## config.mk

```make
export PLATFORM = sky130hd
export DESIGN_NAME = blink_rate_ctrl
export DESIGN_NICKNAME = d
export VERILOG_FILES = /design/src/rtl/blink_pkg.sv /design/src/rtl/key_debounce.sv /design/src/rtl/blink_rate_ctrl.sv
export SDC_FILE = /design/constraint.sdc
export NUM_CORES = 1
export LEC_CHECK = 0
export BUFFER_PORTS_ARGS = -buffer_cell sky130_fd_sc_hd__buf_2
export CORE_AREA = 2 2 83 85
export DETAILED_ROUTE_END_ITERATION = 7
export DIE_AREA = 0 0 85 87
export GPL_TIMING_DRIVEN = 0
export PLACE_DENSITY = 0.8
export SYNTH_ARGS = -nofsm -noshare
export SYNTH_HDL_FRONTEND = slang
export SYNTH_SLANG_ARGS = --single-unit
```

## constraint.sdc

```tcl
create_clock -name clk -period 2.4 [get_ports clk]
set_clock_uncertainty 0.15 [all_clocks]
set_input_delay 0.24 -clock clk [delete_from_list [all_inputs] [get_ports clk]]
set_output_delay 0.24 -clock clk [all_outputs]
set_load 0.03 [all_outputs]
```

## src/rtl/blink_pkg.sv

```systemverilog
// Shared definitions for the LED blink-rate control stage: press-state
// encoding and the width/maximum of the blink-rate index.
package blink_pkg;

    localparam int RATE_W = 2;
    localparam logic [RATE_W-1:0] RATE_MAX = 2'd3;

    typedef enum logic [1:0] {
        IDLE = 2'd0,
        HELD = 2'd1,
        LONG = 2'd2
    } press_state_t;

endpackage

```

## src/rtl/key_debounce.sv

```systemverilog
// Two-flop synchronizer plus stability counter for an active-low push button.
// key_level follows the synchronized key only after it has differed from the
// current level for DEBOUNCE_CYCLES consecutive cycles.
module key_debounce
    import blink_pkg::*;
#(
    parameter int DEBOUNCE_CYCLES = 500000
) (
    input  logic clk,
    input  logic rst,
    input  logic key_n,
    output logic key_level
);

    localparam int DB_W = (DEBOUNCE_CYCLES > 1) ? $clog2(DEBOUNCE_CYCLES) : 1;
    localparam logic [DB_W-1:0] DB_LAST = DB_W'(DEBOUNCE_CYCLES - 1);

    logic            sync1;
    logic            sync2;
    logic [DB_W-1:0] db_cnt;

    // Invert and synchronize the raw key into the clk domain (1 = pressed).
    always_ff @(posedge clk) begin
        if (rst) begin
            sync1 <= 1'b0;
            sync2 <= 1'b0;
        end else begin
            sync1 <= ~key_n;
            sync2 <= sync1;
        end
    end

    // Count consecutive cycles of disagreement; accept the new level on the last one.
    always_ff @(posedge clk) begin
        if (rst) begin
            db_cnt    <= '0;
            key_level <= 1'b0;
        end else if (sync2 != key_level) begin
            if (db_cnt == DB_LAST) begin
                key_level <= sync2;
                db_cnt    <= '0;
            end else begin
                db_cnt <= db_cnt + 1'b1;
            end
        end else begin
            db_cnt <= '0;
        end
    end

endmodule

```

## src/rtl/blink_rate_ctrl.sv

```systemverilog
// Blink-rate controller: classifies debounced presses as short (advance the
// rate, wrapping) or long (return to the slowest rate) and emits a one-cycle
// tick every 2^(CNT_W-rate) cycles. Any rate write restarts the prescaler so
// the first tick after a change lands one full new period later.
module blink_rate_ctrl
    import blink_pkg::*;
#(
    parameter int DEBOUNCE_CYCLES = 500000,
    parameter int LONG_CYCLES     = 50000000,
    parameter int CNT_W           = 24
) (
    input  logic              clk,
    input  logic              rst,
    input  logic              key_n,
    output logic              tick,
    output logic [RATE_W-1:0] rate,
    output logic              key_level,
    output logic              short_press,
    output logic              long_press
);

    localparam int HOLD_W = (LONG_CYCLES > 1) ? $clog2(LONG_CYCLES) : 1;
    localparam logic [HOLD_W-1:0] HOLD_LAST = HOLD_W'(LONG_CYCLES - 1);
    localparam logic [CNT_W-1:0]  CNT_ALL   = {CNT_W{1'b1}};

    press_state_t      state;
    press_state_t      state_nxt;
    logic [HOLD_W-1:0] hold_cnt;
    logic [HOLD_W-1:0] hold_cnt_nxt;
    logic              key_level_q;
    logic              level_rise;
    logic              level_fall;
    logic              short_nxt;
    logic              long_nxt;
    logic              rate_wr;
    logic [RATE_W-1:0] rate_nxt;
    logic [CNT_W-1:0]  pcnt;
    logic [CNT_W-1:0]  limit;

    key_debounce #(
        .DEBOUNCE_CYCLES(DEBOUNCE_CYCLES)
    ) u_debounce (
        .clk       (clk),
        .rst       (rst),
        .key_n     (key_n),
        .key_level (key_level)
    );

    assign level_rise = key_level & ~key_level_q;
    assign level_fall = ~key_level & key_level_q;
    assign limit      = CNT_ALL >> rate;

    // Previous debounced level, for edge detection.
    always_ff @(posedge clk) begin
        if (rst) begin
            key_level_q <= 1'b0;
        end else begin
            key_level_q <= key_level;
        end
    end

    // Press FSM state, hold counter, registered press pulses and the rate index.
    always_ff @(posedge clk) begin
        if (rst) begin
            state       <= IDLE;
            hold_cnt    <= '0;
            short_press <= 1'b0;
            long_press  <= 1'b0;
            rate        <= '0;
        end else begin
            state       <= state_nxt;
            hold_cnt    <= hold_cnt_nxt;
            short_press <= short_nxt;
            long_press  <= long_nxt;
            if (rate_wr) begin
                rate <= rate_nxt;
            end
        end
    end

    // Next-state logic; a release in the threshold cycle is still a short press.
    always_comb begin
        state_nxt    = state;
        hold_cnt_nxt = hold_cnt;
        short_nxt    = 1'b0;
        long_nxt     = 1'b0;
        rate_wr      = 1'b0;
        rate_nxt     = rate;
        case (state)
            IDLE: begin
                if (level_rise) begin
                    state_nxt    = HELD;
                    hold_cnt_nxt = '0;
                end
            end
            HELD: begin
                if (level_fall) begin
                    state_nxt = IDLE;
                    short_nxt = 1'b1;
                    rate_wr   = 1'b1;
                    rate_nxt  = (rate == RATE_MAX) ? '0 : rate + 1'b1;
                end else if (hold_cnt == HOLD_LAST) begin
                    state_nxt = LONG;
                    long_nxt  = 1'b1;
                    rate_wr   = 1'b1;
                    rate_nxt  = '0;
                end else begin
                    hold_cnt_nxt = hold_cnt + 1'b1;
                end
            end
            LONG: begin
                if (level_fall) begin
                    state_nxt = IDLE;
                end
            end
            default: begin
                state_nxt = IDLE;
            end
        endcase
    end

    // Prescaler: a rate write restarts the count and suppresses that cycle's tick.
    always_ff @(posedge clk) begin
        if (rst) begin
            pcnt <= '0;
            tick <= 1'b0;
        end else if (rate_wr) begin
            pcnt <= '0;
            tick <= 1'b0;
        end else if (pcnt == limit) begin
            pcnt <= '0;
            tick <= 1'b1;
        end else begin
            pcnt <= pcnt + 1'b1;
            tick <= 1'b0;
        end
    end

endmodule

```

# --- After elaboration in Yosys (flattened, before gate mapping) ---
# Cells that the tools add are included.
word_totals:
  ff_bits: 80
  wordCells: 65
  out_inout_bits: 6
op_classes:
  bitwise_logic: 7
  addsub: 4
  n_reduce_logical: 12
  n_shift: 1
  eq_ne: 12
  muxes: 17
op_table:
  columns: ["op", "n"]
  rows:
  - ["$mux 26", 3]
  - ["$pmux 26 s2", 1]
  - ["$add 26x1->26 const B", 1]
  - ["$eq 26x26->1 const B", 1]
  - ["$add 24x1->24 const B", 1]
  - ["$eq 24x24->1", 1]
  - ["$shr 24x2->24 const A", 1]
  - ["$add 19x1->19 const B", 1]
  - ["$eq 19x19->1 const B", 1]
  - ["$mux 2", 7]
  - ["$reduce_or 3->1", 3]
  - ["$ne 2x2->1 const B", 4]
  - ["$pmux 2 s3", 1]
  - ["$reduce_and 3->1", 2]
  - ["$mux 1", 5]
  - ["$not 1->1", 5]
  - ["$eq 2x2->1 const B", 2]
  - ["$reduce_and 4->1", 1]
  - ["$reduce_bool 2->1", 2]
  - ["$reduce_or 2->1", 2]
  - ["$ne 3x3->1 const B", 1]
  - ["$add 2x1->2 const B", 1]
  - ["$and 1x1->1", 2]
  - ["$eq 2x1->1 const B", 1]
  - ["3 further kinds", 3]

# --- Longest topological paths before layout ---
logic_depth:
  depth_word: 5
  ltp_mapped: 8
  ltp_nobuf: 7

# --- By module ---
# From an unflattened synthesis, not the netlist that was laid out.
unflattened:
  hier_cells: 451
  hier_area_um2: 3861.2
by_module_without_submodules:
  columns: ["mod", "cells_each", "area_each_um2", "instances", "seq_area_each_um2"]
  rows:
  - ["blink_rate_ctrl", 342, 2879.0, 1, 1161.1]
  - ["key_debounce", 109, 982.2, 1, 440.4]

# --- Least setup slack after synthesis ---
# OpenSTA, ideal clock, no wires.
synth_timing:
  kind: "flip-flop to flip-flop"
  startpoint: "register u_debounce.db_cnt[0]"
  endpoint: "register u_debounce.db_cnt[11]"
  stages_incl_launch_ff: 9
  required_ns: 2.122
  n_path_buf: 2
  path_slack_ns: 0.341
  arrival_time_ns: 1.781
  cell_sequence: "dfxtp_1 ha_1 nor4bb_1 nand4_1 nor3_1 or3_1 buf_2 buf_1 nor2_1"
synth_via:
  elab_chain_cells: 2
  elab_cells_between_ends: 3
synth_lines:
  columns: ["item", "line_no", "text"]
  rows:
  - ["start: declaration", "key_debounce.sv:20", "logic [DB_W-1:0] db_cnt;"]
  - ["start signal: assignment", "key_debounce.sv:43", "db_cnt <= db_cnt + 1'b1;"]
  - ["parallel branches: the longest is 2 deep, another holds $add 19x1->19", null, null]
# Several ways; the timed one is not identified.
# A chain may end at the register's enable or synchronous reset.

# --- Worst setup path in the final report ---
layout_timing:
  startpoint: "register hold_cnt[9]"
  endpoint: "register hold_cnt[2]"
layout_via:
  elab_chain_cells: 3
layout_lines:
  columns: ["item", "line_no", "text"]
  rows:
  - ["start: declaration", "blink_rate_ctrl.sv:28", "logic [HOLD_W-1:0] hold_cnt;"]
  - ["start signal: assignment", "blink_rate_ctrl.sv:72", "hold_cnt <= hold_cnt_nxt;"]
  - ["$eq 26x26->1", "blink_rate_ctrl.sv:102", "end else if (hold_cnt == HOLD_LAST) begin"]
  - ["$ne 2x2->1 (no source line)", null, null]
  - ["$reduce_and 4->1 (no source line)", null, null]
# Every way passes these cells.

==> out/metrics.csv <==
stage;metric;value;unit
global_route;pin count of the biggest net entering global routing;20;
finish;area of the multi-input gates;2197;µm²
logic_synthesis;Primary FF master, synth;dfxtp_1;
drt;# DRC;0;
logic_synthesis;Syn Area/Cell;8.613;µm²
worst_setup_path;Worst path top cell family by delay;simple AND/OR/NAND/NOR gates;
sta;Worst-Margin Slew;0.8322;ns
cts;root buffer cell;clkbuf_8;
logic_synthesis;sequential-to-total area share from yosys stat;40.87;%
global_route;grt total ovfl;0;
finish;layout net count;486;
worst_setup_path;Worst Path Arrival;2.42;ns
worst_setup_path;worst r2r src;hold_cnt[9];
drt;routed length per instance;15.73;µm
drt;DR vias;3456;
logic_synthesis;library cells used by synthesis;58;
sta;max frequency;434.6;MHz
worst_setup_path;Setup crit end kind;register;
worst_setup_path;critical path startpoint category;register;
placed_design;number of port buffers;7;
floorplanning;die area;7395;µm²
min_path;hold endpoint;hold_cnt[22];
logic_synthesis;ys async rst share;0;%
floorplanning;core area;6569;µm²
worst_setup_path;Reg2Reg Depth;8;
worst_setup_path;Critical Path RT;2.52;ns
global_route;vias in the first global route;3185;
drt;met3 routed WL;466;µm
power_and_ir_drop;maximum resistive drop on vdd;0.3631;mV
finish;share of layout cells above drive strength 1;12.66;%
worst_setup_path;RR Endpoint;hold_cnt[2];
power_and_ir_drop;leakage;1.502;nW
worst_setup_path;flop-to-flop setup slack;0.1;ns
sta;final hold vios;0;
floorplanning;DIE HEIGHT;87;µm
logic_synthesis;post-synthesis cell area;3919;µm²
cts;CTS tree;done;
cts;Clock Latency Late Sink;0.36;ns
finish;ant diodes;0;
floorplanning;Starting Density;59.66;%
finish;Area Growth Syn to Fin;11.24;%
floorplanning;Row Count;30;
floorplanning;# IOs;9;
min_path;Hold Path Stages;2;
floorplanning;Die W;85;µm
logic_synthesis;Gate Count Post-Synth;455;
run;maxcap violations;0;
min_path;Hold Path Origin;rst;
outcome;outcome;complete, no violations;
worst_setup_path;CP max stage cell;or4_4;
power_and_ir_drop;Pwr Density;547.2;nW/µm²
global_route;first-pass GRT wire length;14770;µm
drt;Detail Route Antenna Nets;0;
global_route;initial antenna violation count;0;
drt;DR pass1 iterations;5;
worst_setup_path;worst stage delay on the critical path;0.49;ns
cts;Clock H-tree levels;3;
cts;clk sink count;80;
logic_synthesis;number of synthesized flops with an enable pin;0;
finish;fill count;553;
drt;DRT iter0 DRCs;203;
drt;total routed wirelength;8840;µm
sta;RSZ-0062 raised after global routing;no;
drt;metal1 wirelength;4063;µm
finish;most frequent cells in the layout;79 x dfxtp_1, 59 x nor2_1, 33 x nand2_1;
sta;Final Setup Violations;0;
placed_design;placed instance area;4054;µm²
cts;clock slew at reported path FFs;0.09;ns
logic_synthesis;synth warn;0;
logic_synthesis;Mapped Nets;464;
placed_design;Final GP Congestion;0.9412;
global_route;Total GRT Usage;24.67;%
logic_synthesis;#FFs+latches synth;80;
worst_setup_path;worst setup path class;register to register;
placed_design;DPL Wire Length;5985;µm
worst_setup_path;WP buf/inv;3;
sta;max-slew violations;0;
cts;Num CTS Buffers;9;
finish;commonest non-fill, non-tap cell in the layout;dfxtp_1;
drt;Top Layer Used;met4;
worst_setup_path;maximum fanout along the worst path;10;
drt;met2 WL;4046;µm
power_and_ir_drop;Total Power;2.385;mW
finish;fin area;4359;µm²
cts;Clock Tree Buf Depth;2;
min_path;worst hold-check path type;input pin to register;
finish;register area;1603;µm²
sta;slew margin rel.;44.01;%
sta;final critical-path required period;2.301;ns
sta;period utilisation layout;95.87;%
worst_setup_path;Critical Path, Cell by Cell;buf_6 > or4_4 > nor4_4 > buf_4 > and3_4 > buf_12 > nor4_1 > o22ai_1;
drt;post-DR vias/cell;6.149;
[metrics by stage]
step	hold WS (ns)	cells	util, %	TNS [ns]	setup WS [ns]
5_1_grt	0.1478	562	66.36	0	0.01042
3_5_place_dp	0.2471	542	61.71	-3.423	-0.1811
6_report	0.1354	562	66.36	0	0.09911
4_1_cts	0.1233	559	65.07	0	0.003615
3_3_place_gp	0.2475	542	61.71	-1.994	-0.1415
2_1_floorplan	0.1567	455	-	0	0.3413
[kinds of logic (layout without fill, tap and decap cells)]
| group | Yosys count | in the layout | synth area share (%) |
|---|---|---|---|
| XOR/XNOR | 43 | 43 | 9.610 |
| multiplexers | 2 | 2 | 0.5109 |
| buffers and inverters | 36 | 63 | 4.789 |
| AND/OR/NAND/NOR | 222 | 222 | 30.78 |
| AO/OA/AOI/OAI | 66 | 66 | 11.53 |
| flip-flops | 80 | 80 | 40.87 |
| adder cells (fa/ha/maj) | 6 | 6 | 1.916 |
[layout make-up]
type                       instances  share of cell area (%)
multi-input combinational        339                   50.40
sequential                        80                   36.77
clock buffer                      10                   2.928
buffer                            17                   2.641
tap                               80                   2.296
timing repair buffer              13                   1.894
clock inverter                     6                   1.607
inverter                          17                   1.464
[how the worst max path moves through the flow]
stage	start	endpoint	slack [ns]	cells after the start
after floorplan	u_debounce.db_cnt[0]	u_debounce.db_cnt[11]	0.34	8
after global placement	hold_cnt[0]	hold_cnt[9]	-0.14	7
after detailed placement	hold_cnt[0]	hold_cnt[20]	-0.18	7
after CTS	hold_cnt[0]	hold_cnt[20]	0.004	8
after global routing	hold_cnt[9]	hold_cnt[22]	0.01	7
final	hold_cnt[9]	hold_cnt[2]	0.1	8
[state kept, by name, summed over array words and instances (netlist names)]
name	cells
hold_cnt	26
pcnt	24
u_debounce.db_cnt	19
rate	2
state	2
key_level_q	1
long_press	1
short_press	1
tick	1
u_debounce.key_level	1
u_debounce.sync1	1
u_debounce.sync2	1
[synth_stat cells (2+ instances only)]
cell / count / area, µm²
mux2i_1: 2 / 20.02
nor3_1: 8 / 40.04
or4_4: 2 / 22.52
nor4_1: 14 / 87.58
a21oi_1: 10 / 50.05
clkbuf_1: 3 / 11.26
or4_1: 4 / 30.03
buf_4: 3 / 22.52
nand4_1: 24 / 150.1
or3_1: 8 / 50.05
ha_1: 6 / 75.07
inv_1: 16 / 60.06
o32ai_1: 2 / 17.52
dfxtp_1: 80 / 1602
buf_2: 7 / 35.03
buf_6: 2 / 22.52
and3_1: 11 / 68.82
a21o_1: 4 / 30.03
nor2b_1: 6 / 37.54
o21ai_0: 7 / 35.03
nor4_2: 2 / 25.02
xor2_1: 29 / 254.0
o21ai_1: 4 / 20.02
a31oi_1: 12 / 75.07
and4_1: 6 / 52.55
nand2_1: 33 / 123.9
xnor2_1: 14 / 122.6
o311ai_1: 5 / 43.79
o31ai_1: 7 / 52.55
o211ai_1: 3 / 22.52
nor2_1: 59 / 221.5
o22ai_1: 2 / 12.51
buf_1: 2 / 7.510
o311ai_0: 2 / 17.52
nand3_1: 31 / 155.2
nand2b_1: 3 / 18.77
[timing repair]
item,4_1_cts,5_1_grt
resized for setup,2,14
pin swaps,1,1
hold endpoints to repair,1,0
setup buffers,1,4
endpoints found under the setup margin,46,58
hold buffers,1,0
[report_power, final]
group          internal, mW  switching, mW  leakage (nW)
Combinational        0.0161         0.0325         0.768
Clock                 0.484          0.514        0.0887
Sequential             1.33        0.00655         0.646
[metal layers]
layer,vias up,track usage (%)
met5,-,0
met1,1614,33.16
li1,1704,-
met3,23,3.697
met4,0,14.72
met2,115,37.64
Note: power is estimated with default switching activity, not from simulation.
